--- config.mk ---
export PLATFORM = sky130hd
export DESIGN_NAME = ir_nec_decoder
export DESIGN_NICKNAME = d
export VERILOG_FILES = /design/src/rtl/ir_nec_pkg.sv /design/src/rtl/ir_pulse_timer.sv /design/src/rtl/ir_nec_decoder.sv
export SDC_FILE = /design/constraint.sdc
export NUM_CORES = 1
export LEC_CHECK = 0
export CAP_MARGIN = 20
export CORE_ASPECT_RATIO = 1.5
export CORE_UTILIZATION = 40
export DETAILED_ROUTE_END_ITERATION = 8
export DONT_BUFFER_PORTS = 1
export GPL_ROUTABILITY_DRIVEN = 1
export PLACE_DENSITY_LB_ADDON = 0.05
export SYNTH_ARGS = -nofsm -noshare
export SYNTH_HDL_FRONTEND = slang
export SYNTH_SLANG_ARGS = --single-unit
--- constraint.sdc ---
create_clock -name clk -period 2.9 [get_ports clk]
set_clock_uncertainty 0.05 [all_clocks]
set_input_delay 0.145 -clock clk [delete_from_list [all_inputs] [get_ports clk]]
set_output_delay 0.145 -clock clk [all_outputs]
set_load 0.1 [all_outputs]
--- src/rtl/ir_nec_pkg.sv ---
// Shared FSM states, timing windows (us) and register map for the NEC IR decoder.
package ir_nec_pkg;

   typedef enum logic [2:0] {
      S_IDLE,
      S_LEAD_LOW,
      S_LEAD_HIGH,
      S_BIT_LOW,
      S_BIT_HIGH,
      S_DATA_STOP,
      S_REPEAT_STOP
   } state_e;

   localparam int W_W = 16;

   localparam logic [W_W-1:0] LEAD_LOW_MIN      = 16'd8000;
   localparam logic [W_W-1:0] LEAD_LOW_MAX      = 16'd10000;
   localparam logic [W_W-1:0] LEAD_HIGH_DATA_MIN = 16'd4000;
   localparam logic [W_W-1:0] LEAD_HIGH_DATA_MAX = 16'd5000;
   localparam logic [W_W-1:0] LEAD_HIGH_REP_MIN  = 16'd2000;
   localparam logic [W_W-1:0] LEAD_HIGH_REP_MAX  = 16'd2500;
   localparam logic [W_W-1:0] BIT_MIN           = 16'd400;
   localparam logic [W_W-1:0] BIT_MAX           = 16'd700;
   localparam logic [W_W-1:0] ONE_MIN           = 16'd1400;
   localparam logic [W_W-1:0] ONE_MAX           = 16'd1900;

   localparam logic ADDR_CODE   = 1'b0;
   localparam logic ADDR_STATUS = 1'b1;

   localparam int ST_NEW     = 0;
   localparam int ST_REP     = 1;
   localparam int ST_ERR     = 2;
   localparam int ST_CNT_LSB = 8;

   function automatic logic in_win(input logic [W_W-1:0] w,
                                   input logic [W_W-1:0] lo,
                                   input logic [W_W-1:0] hi);
      return (w >= lo) && (w <= hi);
   endfunction

endpackage

--- src/rtl/ir_pulse_timer.sv ---
// Synchronizes the IR pin, detects edges and measures the time in us since the last edge.
// Below 1 MHz the counter advances several us per clock so slow clocks keep us units.
module ir_pulse_timer
   import ir_nec_pkg::*;
#(
   parameter int CLK_HZ     = 50000000,
   parameter int TIMEOUT_US = 12000
) (
   input  logic           clk,
   input  logic           reset_n,
   input  logic           ir_i,
   output logic           rise_o,
   output logic           fall_o,
   output logic [W_W-1:0] width_us_o
);

   localparam int US_STEP = (CLK_HZ >= 1000000) ? 1 : (1000000 / CLK_HZ);
   localparam int W1      = W_W + 1;
   localparam logic [W_W:0] STEP  = W1'(US_STEP);
   localparam logic [W_W:0] LIMIT = W1'(TIMEOUT_US);

   // [0],[1]: synchronizer, [2]: previous synchronized level; idle level is high
   logic [2:0] sync_q;
   logic       tick;

   always_ff @(posedge clk or negedge reset_n) begin
      if (!reset_n) sync_q <= 3'b111;
      else          sync_q <= {sync_q[1:0], ir_i};
   end

   assign rise_o = sync_q[1] & ~sync_q[2];
   assign fall_o = ~sync_q[1] & sync_q[2];

   generate
      if (CLK_HZ >= 2000000) begin : g_div
         localparam int DIV = CLK_HZ / 1000000;
         localparam int DW  = $clog2(DIV);
         localparam logic [DW-1:0] DIV_LAST = DW'(DIV - 1);
         logic [DW-1:0] div_q;

         always_ff @(posedge clk or negedge reset_n) begin
            if (!reset_n)              div_q <= '0;
            else if (div_q == DIV_LAST) div_q <= '0;
            else                       div_q <= div_q + DW'(1);
         end
         assign tick = (div_q == DIV_LAST);
      end else begin : g_fast
         assign tick = 1'b1;
      end
   endgenerate

   logic [W_W-1:0] width_q, width_d;
   logic [W_W:0]   sum;

   always_comb begin
      sum     = {1'b0, width_q} + STEP;
      width_d = width_q;
      if (rise_o || fall_o) width_d = '0;
      else if (tick)        width_d = (sum >= LIMIT) ? LIMIT[W_W-1:0] : sum[W_W-1:0];
   end

   always_ff @(posedge clk or negedge reset_n) begin
      if (!reset_n) width_q <= '0;
      else          width_q <= width_d;
   end

   assign width_us_o = width_q;

endmodule

--- src/rtl/ir_nec_decoder.sv ---
// NEC IR frame decoder with an Avalon-MM code/status register pair.
// Optional IR_CHECK_EN: reject data frames whose address/command complements do not match.
module ir_nec_decoder
   import ir_nec_pkg::*;
#(
   parameter int CLK_HZ     = 50000000,
   parameter int TIMEOUT_US = 12000
) (
   input  logic        clk,
   input  logic        reset_n,
   input  logic        iIR,
   input  logic        avs_address,
   input  logic        avs_read,
   input  logic        avs_write,
   input  logic [31:0] avs_writedata,
   output logic [31:0] avs_readdata,
   output logic        Get_Flag_o
);

   localparam logic [W_W-1:0] TMO = W_W'(TIMEOUT_US);

   logic           rise, fall;
   logic [W_W-1:0] width;

   ir_pulse_timer #(.CLK_HZ(CLK_HZ), .TIMEOUT_US(TIMEOUT_US)) u_timer (
      .clk        (clk),
      .reset_n    (reset_n),
      .ir_i       (iIR),
      .rise_o     (rise),
      .fall_o     (fall),
      .width_us_o (width)
   );

   state_e      state_q, state_d;
   logic [4:0]  idx_q, idx_d;
   logic [31:0] shift_q, shift_d;
   logic        commit_frame, commit_rep, err_evt, frame_ok;

`ifdef IR_CHECK_EN
   assign frame_ok = (shift_q[15:8] == ~shift_q[7:0]) && (shift_q[31:24] == ~shift_q[23:16]);
`else
   assign frame_ok = 1'b1;
`endif

   logic        have_frame_q;

   always_comb begin
      state_d      = state_q;
      idx_d        = idx_q;
      shift_d      = shift_q;
      commit_frame = 1'b0;
      commit_rep   = 1'b0;
      err_evt      = 1'b0;
      unique case (state_q)
         S_IDLE: if (fall) state_d = S_LEAD_LOW;
         S_LEAD_LOW: if (rise) begin
            if (in_win(width, LEAD_LOW_MIN, LEAD_LOW_MAX)) state_d = S_LEAD_HIGH;
            else begin state_d = S_IDLE; err_evt = 1'b1; end
         end
         S_LEAD_HIGH: if (fall) begin
            if (in_win(width, LEAD_HIGH_DATA_MIN, LEAD_HIGH_DATA_MAX)) begin
               state_d = S_BIT_LOW;
               idx_d   = '0;
            end else if (in_win(width, LEAD_HIGH_REP_MIN, LEAD_HIGH_REP_MAX)) begin
               state_d = S_REPEAT_STOP;
            end else begin
               state_d = S_IDLE;
               err_evt = 1'b1;
            end
         end
         S_BIT_LOW: if (rise) begin
            if (in_win(width, BIT_MIN, BIT_MAX)) state_d = S_BIT_HIGH;
            else begin state_d = S_IDLE; err_evt = 1'b1; end
         end
         S_BIT_HIGH: if (fall) begin
            if (in_win(width, BIT_MIN, BIT_MAX) || in_win(width, ONE_MIN, ONE_MAX)) begin
               // LSB first: after 32 right shifts the first bit lands in bit 0
               shift_d = {in_win(width, ONE_MIN, ONE_MAX), shift_q[31:1]};
               if (idx_q == 5'd31) state_d = S_DATA_STOP;
               else begin
                  idx_d   = idx_q + 5'd1;
                  state_d = S_BIT_LOW;
               end
            end else begin
               state_d = S_IDLE;
               err_evt = 1'b1;
            end
         end
         S_DATA_STOP: if (rise) begin
            state_d = S_IDLE;
            if (in_win(width, BIT_MIN, BIT_MAX) && frame_ok) commit_frame = 1'b1;
            else err_evt = 1'b1;
         end
         S_REPEAT_STOP: if (rise) begin
            state_d = S_IDLE;
            if (in_win(width, BIT_MIN, BIT_MAX)) commit_rep = have_frame_q;
            else err_evt = 1'b1;
         end
         default: state_d = S_IDLE;
      endcase
      if (state_q != S_IDLE && !rise && !fall && width >= TMO) begin
         state_d = S_IDLE;
         err_evt = 1'b1;
      end
   end

   always_ff @(posedge clk or negedge reset_n) begin
      if (!reset_n) begin
         state_q <= S_IDLE;
         idx_q   <= '0;
         shift_q <= '0;
      end else begin
         state_q <= state_d;
         idx_q   <= idx_d;
         shift_q <= shift_d;
      end
   end

   logic [31:0] code_q, rdata_q, status;
   logic        new_q, rep_q, err_q, new_d, rep_d, err_d, clr;
   logic [7:0]  cnt_q, cnt_d;
   logic        unused_wdata;

   assign unused_wdata = ^avs_writedata[31:1];
   assign clr = avs_write && (avs_address == ADDR_STATUS) && avs_writedata[0];

   // A clear in the same cycle as a commit loses to the commit
   always_comb begin
      new_d = new_q;
      rep_d = rep_q;
      err_d = err_q;
      cnt_d = cnt_q;
      if (clr) begin
         new_d = 1'b0;
         rep_d = 1'b0;
         err_d = 1'b0;
         cnt_d = '0;
      end
      if (err_evt) err_d = 1'b1;
      if (commit_frame) begin
         new_d = 1'b1;
         rep_d = rep_q;
         cnt_d = '0;
      end
      if (commit_rep) begin
         new_d = new_q;
         rep_d = 1'b1;
         if (cnt_d != 8'hFF) cnt_d = cnt_d + 8'd1;
      end
   end

   always_comb begin
      status                      = '0;
      status[ST_NEW]              = new_q;
      status[ST_REP]              = rep_q;
      status[ST_ERR]              = err_q;
      status[ST_CNT_LSB +: 8]     = cnt_q;
   end

   always_ff @(posedge clk or negedge reset_n) begin
      if (!reset_n) begin
         code_q       <= '0;
         new_q        <= 1'b0;
         rep_q        <= 1'b0;
         err_q        <= 1'b0;
         cnt_q        <= '0;
         have_frame_q <= 1'b0;
         rdata_q      <= '0;
      end else begin
         new_q <= new_d;
         rep_q <= rep_d;
         err_q <= err_d;
         cnt_q <= cnt_d;
         if (commit_frame) begin
            code_q       <= shift_q;
            have_frame_q <= 1'b1;
         end
         if (avs_read) rdata_q <= (avs_address == ADDR_STATUS) ? status : code_q;
      end
   end

   assign avs_readdata = rdata_q;
   assign Get_Flag_o   = new_q;

endmodule

Yosys cells after proc, flatten, opt, wreduce, memory -nomap -nowiden
Index checks and enable logic that the tools add are counted.
- add/sub/neg operators: 4
- magnitude comparators: 12
- equality and inequality tests: 21
- multiplexer cells: 51
- bitwise operators: 5
- reduce and logical (&&, ||, !) cells: 28
- operators by type and width (operator ; number):
    16-bit 2-to-1 mux ; 3
    3-bit 2-to-1 mux ; 12
    16-bit by 11-bit greater-or-equal comparator with 1-bit output, second input constant ; 2
    32-bit 2-to-1 mux ; 1
    8-bit 2-to-1 mux ; 4
    5-bit 2-to-1 mux ; 5
    1-bit 2-to-1 mux ; 21
    3-bit one-hot mux with 6 select lines ; 1
    16-bit by 1-bit adder with 17-bit output, second input constant ; 1
    17-bit by 14-bit greater-or-equal comparator with 1-bit output, second input constant ; 1
    16-bit by 12-bit greater-or-equal comparator with 1-bit output, second input constant ; 1
    16-bit by 13-bit greater-or-equal comparator with 1-bit output, second input constant ; 1
    16-bit by 14-bit greater-or-equal comparator with 1-bit output, second input constant ; 1
    16-bit by 9-bit greater-or-equal comparator with 1-bit output, second input constant ; 1
    16-bit by 10-bit less-or-equal comparator with 1-bit output, second input constant ; 1
    16-bit by 11-bit less-or-equal comparator with 1-bit output, second input constant ; 1
    16-bit by 12-bit less-or-equal comparator with 1-bit output, second input constant ; 1
    16-bit by 13-bit less-or-equal comparator with 1-bit output, second input constant ; 1
    16-bit by 14-bit less-or-equal comparator with 1-bit output, second input constant ; 1
    3-bit inequality test, second input constant ; 5
    6-bit AND reduction ; 2
    1-bit logical AND ; 10
    2-bit inequality test, second input constant ; 5
    5-bit one-hot mux with 2 select lines ; 1
    25 further kinds ; 38
- register bits: 141
- output and inout bits: 33

Longest topological paths before layout
- depth after elaboration: 9
- gate-level depth with buffers: 15
- depth with buffers taken out: 15

Cells and area by module
A second synthesis with hierarchy kept.
- cell total of the unflattened synthesis: 647
- area, all modules: 7019.2 um^2
- by module, submodules not included (module ; instances ; cells an instance ; area an instance (um^2)):
    ir_nec_decoder ; 1 ; 476 ; 5514.0
    ir_pulse_timer ; 1 ; 171 ; 1505.2

Worst setup path after synthesis
No wires, ideal clock.
- path kind: reg-to-reg
- start point: register u_timer.width_q[13] (netlist: u_timer.width_us_o[13])
- end point: register cnt_q[3]
- setup time: 77 ps
- arrival: 2978 ps
- required time: 2773 ps
- slack: -205 ps
- stages on the path, launching flop included: 14
- buffers on the path: 1
- clock period less this slack: 3105 ps
- cell sequence: dfrtp_1 buf_2 nor4_1 nand2_1 nor4_4 nor2_2 and2_1 ha_1 inv_1 nor2_1 nand3_1 nand2_1 or3_1 a21oi_1
- word-level cells in the longest chain between the ends: 9
- elaborated cells on any way between the ends: 14
- classes of those cells: add/sub: 1; order compare: 2; eq/ne: 1; mux: 9; reduce/logical: 1
- RTL lines (item ; RTL line ; RTL):
    from (decl) ; ir_pulse_timer.sv:52 ; logic [W_W-1:0] width_q, width_d;
    from (signal assigned) ; ir_pulse_timer.sv:64 ; else width_q <= width_d;
    16-bit by 9-bit greater-or-equal comparator with 1-bit output / 16-bit by 10-bit less-or-equal comparator with 1-bit output (equally long branches) ; ir_nec_pkg.sv:38 ; return (w >= lo) && (w <= hi);
    1-bit logical AND (*) ; ir_nec_pkg.sv:38 ;
    1-bit 2-to-1 mux ; ir_nec_decoder.sv:91 ; if (in_win(width, BIT_MIN, BIT_MAX) && frame_ok) commit_frame = 1'b1;
    1-bit 2-to-1 mux ; ir_nec_decoder.sv:89 ; S_DATA_STOP: if (rise) begin
    1-bit 2-to-1 mux ; ir_nec_decoder.sv:54 ; unique case (state_q)
    8-bit 2-to-1 mux ; ir_nec_decoder.sv:140 ; if (commit_frame) begin
    8-bit by 1-bit adder with 8-bit output / 8-bit inequality test (equally long branches) ; ir_nec_decoder.sv:148 ; if (cnt_d != 8'hFF) cnt_d = cnt_d + 8'd1;
    8-bit 2-to-1 mux ; ir_nec_decoder.sv:148 ;
    8-bit 2-to-1 mux (*) ; ir_nec_decoder.sv:145 ; if (commit_rep) begin
    via cnt_d[3] ; ir_nec_decoder.sv:121 ; logic [7:0] cnt_q, cnt_d;
    to (signal assigned) ; ir_nec_decoder.sv:173 ; cnt_q <= cnt_d;
    to (decl) ; ir_nec_decoder.sv:121 ;
The timed path passes the listed nets; every way through them passes the cells marked *.
A chain may end at the register's enable or synchronous reset.

Worst setup path in the final report
- start point: register u_timer.width_q[6] (netlist: u_timer.width_us_o[6])
- end point: register u_timer.width_q[0] (netlist: u_timer.width_us_o[0])
- word-level cells in the longest chain between the ends: 5
- RTL lines (item ; RTL line ; RTL):
    16-bit by 1-bit adder with 17-bit output ; ir_pulse_timer.sv:56 ; sum = {1'b0, width_q} + STEP;
    17-bit by 14-bit greater-or-equal comparator with 1-bit output ; ir_pulse_timer.sv:59 ; else if (tick) width_d = (sum >= LIMIT) ? LIMIT[W_W-1:0] : sum[W_W-1:0];
    16-bit 2-to-1 mux (2 in a row) ; ir_pulse_timer.sv:59 ;
    16-bit 2-to-1 mux ; ir_pulse_timer.sv:58 ; if (rise_o || fall_o) width_d = '0;
No other way between the ends. The select of a mux whose other input is x is not followed.

==> metrics.cfg <==
[status]
status=finished with violations
violations=hold timing

[cts]
h-tree-depth=4
clkTransAtPathRegs_ns=0.06
cts_buffer_depth=2
cts_root_buf=clkbuf_16
cts_buffers=17
ctsHoldBuffers=4
cts_tree=yes
clk_latency_ns=0.42
cts_sinks=141

[global_routing]
grt_pass1_wl_um=25900
use_met2=0.340
antenna_found_initial=0
grt_max_degree=142
met3_usage=0.0357
grt_pass1_vias=5186
grt-ovfl-total=0
grtUsageTotal=0.191
grt_util_met1=0.215
busiest_layer=met2

[yosys]
yosysUniqueCellTypes=67
synth-compound-area-share=0.110
synthFlopType=dfrtp_1
synth_area_um2=6830
ys_ff_latch=141
ys_async_sr_fraction=1.00
postSynthAreaPerCell_um2=10.6
synth.mux.area_fraction=0.128
synthAdderAreaFrac=0.0165
synth-warning-count=0
synth_xor_area_frac=0.0115
ys_seq_area_frac=0.518
synth_cells=641
synth-simple-area-share=0.166
syn_nets=688
synth_top_family_by_area=simple AND/OR/NAND/NOR gates
synth_edf_count=0

[worst_setup_path]
r2r-end=u_timer.width_us_o[0]
end_kind=register
required_ns=3.19
crit_buf_inv=1
startpoint=u_timer.width_us_o[6]
crit_end=u_timer.width_us_o[0]
critPathLaunchType=register
critPathMaxStageDelay_ns=0.50
r2r_cells=8
cp_top_family=simple AND/OR/NAND/NOR gates
worst_path_max_delay_cell=dfrtp_1
cp_common_cell=or3_1
r2r_setup_slack_ns=0.18
crit_cells=8
crit_type=register to register
cp_max_fo=15
crit_chain=buf_4 -> nand4_1 -> nor4_2 -> mux2_2 -> or3_1 -> o31a_2 -> or3_1 -> a21boi_1
crit_arrival_ns=3.01
reg2reg_from=u_timer.width_us_o[6]

[pwr]
power_frac_comb=0.039
p_switching_uw=1060
p_leak_uw=0.00366
power_frac_seq=0.476
p_clk_frac=0.485
max-vdd-ir-drop_v=0.000609
power.density_nw_per_um2=546
switching_share=0.245
intPower_uw=3260

[sta]
setup_ws_ns=0.177
whs_ns=-0.634
max_freq_mhz=367
period_minus_slack_ns=2.72
final.period_utilization=0.939
tns_ns=0
rsz0062_at_grt=no
tightestPinTransition_ns=0.951
setup_viol=0
hold_violations=141
slew_headroom=0.366
slew_violations=0

[floorplanning]
dieArea_um2=17600
io-pin-count=71
die_h_um=162
die_x_um=109
core_area_um2=16800
rows=58
initial_core_util=0.407

[detailed_routing]
drtPass1Iterations=5
drt_iter0_drc=315
viasPerCell=5.56
drcViolationCount=0
totalWireLength_um=15400
drtAntennaViolNets=0
routedWlPerCell_um=17.2
vias=4957

[layout]
final_cell_area_um2=7910
finalNetCount=715
drive_gt1_frac=0.210
syn2layout_area_growth_pct=15.9
n_fill_cell=1592
diodes=0
final_util=0.472

[hold_path]
hp-class=primary input to asynchronous set/reset pin

[place]
gp_congestion=0.877
dpl_cell_area_um2=7250
port_buffers=0
post-place-ws_ns=0.0879
hpwlAfterDp_um=10200

[run]
maxCapViolations=0

power by group through the flow:
stage | sequential, µW | clock [µW] | combinational (µW)
after global routing | 2060 | 2250 | 179
after CTS | 2050 | 2170 | 167
final | 2050 | 2090 | 167
after detailed placement | 2090 | 0 | 136
after floorplan | 2120 | 0 | 84.5
after global placement | 2090 | 0 | 134
routing by layer:
layer	routed length, µm	vias up
met1	6250	2466
met5	0	-
met4	440	0
li1	-	2351
met3	452	29
met2	8220	111
through the flow:
stage / hold slack [ns] / total power (µW) / instances
6_report: -0.634 / 4310 / 891
5_1_grt: -0.662 / 4490 / 891
4_1_cts: -0.655 / 4390 / 891
3_5_place_dp: -0.197 / 2230 / 855
3_3_place_gp: -0.198 / 2220 / 855
2_1_floorplan: -0.201 / 2210 / 641
synthesized netlist by cell type (9+ instances only):
library cell  number  area [µm²]
nor4_1            10        62.6
nand4_1           12        75.1
nand3b_1          23         173
dfrtp_1          138        3450
and3_1            10        62.6
o21ai_0           46         230
nand3_1           20         100
ha_1               9         113
inv_1             36         135
buf_2             10        50.1
nor3_1            13        65.1
mux2_1            29         327
mux2i_1           14         140
a21oi_1           28         140
clkbuf_1          19        71.3
nand2_1           33         124
mux2_2            36         405
nor2_1            44         165
kinds of logic (layout without fill, tap and decap cells):
group | Yosys count | count (layout)
mux | 79 | 79
buf+inv | 78 | 118
simple gates | 205 | 205
compound gates | 120 | 120
flops | 141 | 141
xor+xnor | 9 | 9
fa+ha+maj | 9 | 9
registers in the layout, summed over array words and instances (netlist names):
name,cells
u_timer.width_us_o,16
avs_readdata,32
Get_Flag_o,1
u_timer.g_div.div_q,6
rep_q,1
err_q,1
code_q,32
cnt_q,8
have_frame_q,1
shift_q,32
u_timer.sync_q,3
state_q,3
idx_q,5
cell type report:
type / instances / area, µm² / area share
Inverter: 37 / 139 / 0.0176
Sequential cell: 141 / 3530 / 0.447
Clock buffer: 18 / 439 / 0.0555
Clock inverter: 14 / 131 / 0.0166
Multi-Input combinational cell: 422 / 2990 / 0.378
Tap cell: 210 / 263 / 0.0332
Timing Repair Buffer: 49 / 418 / 0.0528
timing repair:
action / in CTS / in global routing
gates resized for setup: 0 / 4
setup buffers: 0 / 0
setup endpoints to repair: 0 / 7
hold endpoints to repair: 174 / 141
layout by cell type, fill, tap and decap left out, types with 7 or more instances in the layout:
cell	Yosys	layout
nand3_1	20	19
ha_1	9	7
nor4_1	10	7
nand3b_1	23	23
clkbuf_16	0	17
mux2i_1	14	14
and3_1	10	10
a21oi_1	28	28
nand2_1	33	32
nand4_1	12	12
dfrtp_1	138	138
nor3_1	13	13
o21ai_0	46	46
buf_4	3	44
inv_1	36	35
mux2_2	36	36
mux2_1	29	29
nor2_1	44	44
how the worst min path moves through the flow:
stage	to	slack, ns	depth (start not counted)
final	avs_readdata[20]	-0.63	0
after global routing	code_q[19]	-0.66	0
after CTS	u_timer.g_div.div_q[3]	-0.66	0
after detailed placement	avs_readdata[20]	-0.20	0
after global placement	avs_readdata[20]	-0.20	0
after floorplan	Get_Flag_o	-0.20	0
No activity file was read; power rests on OpenSTA's default activity.
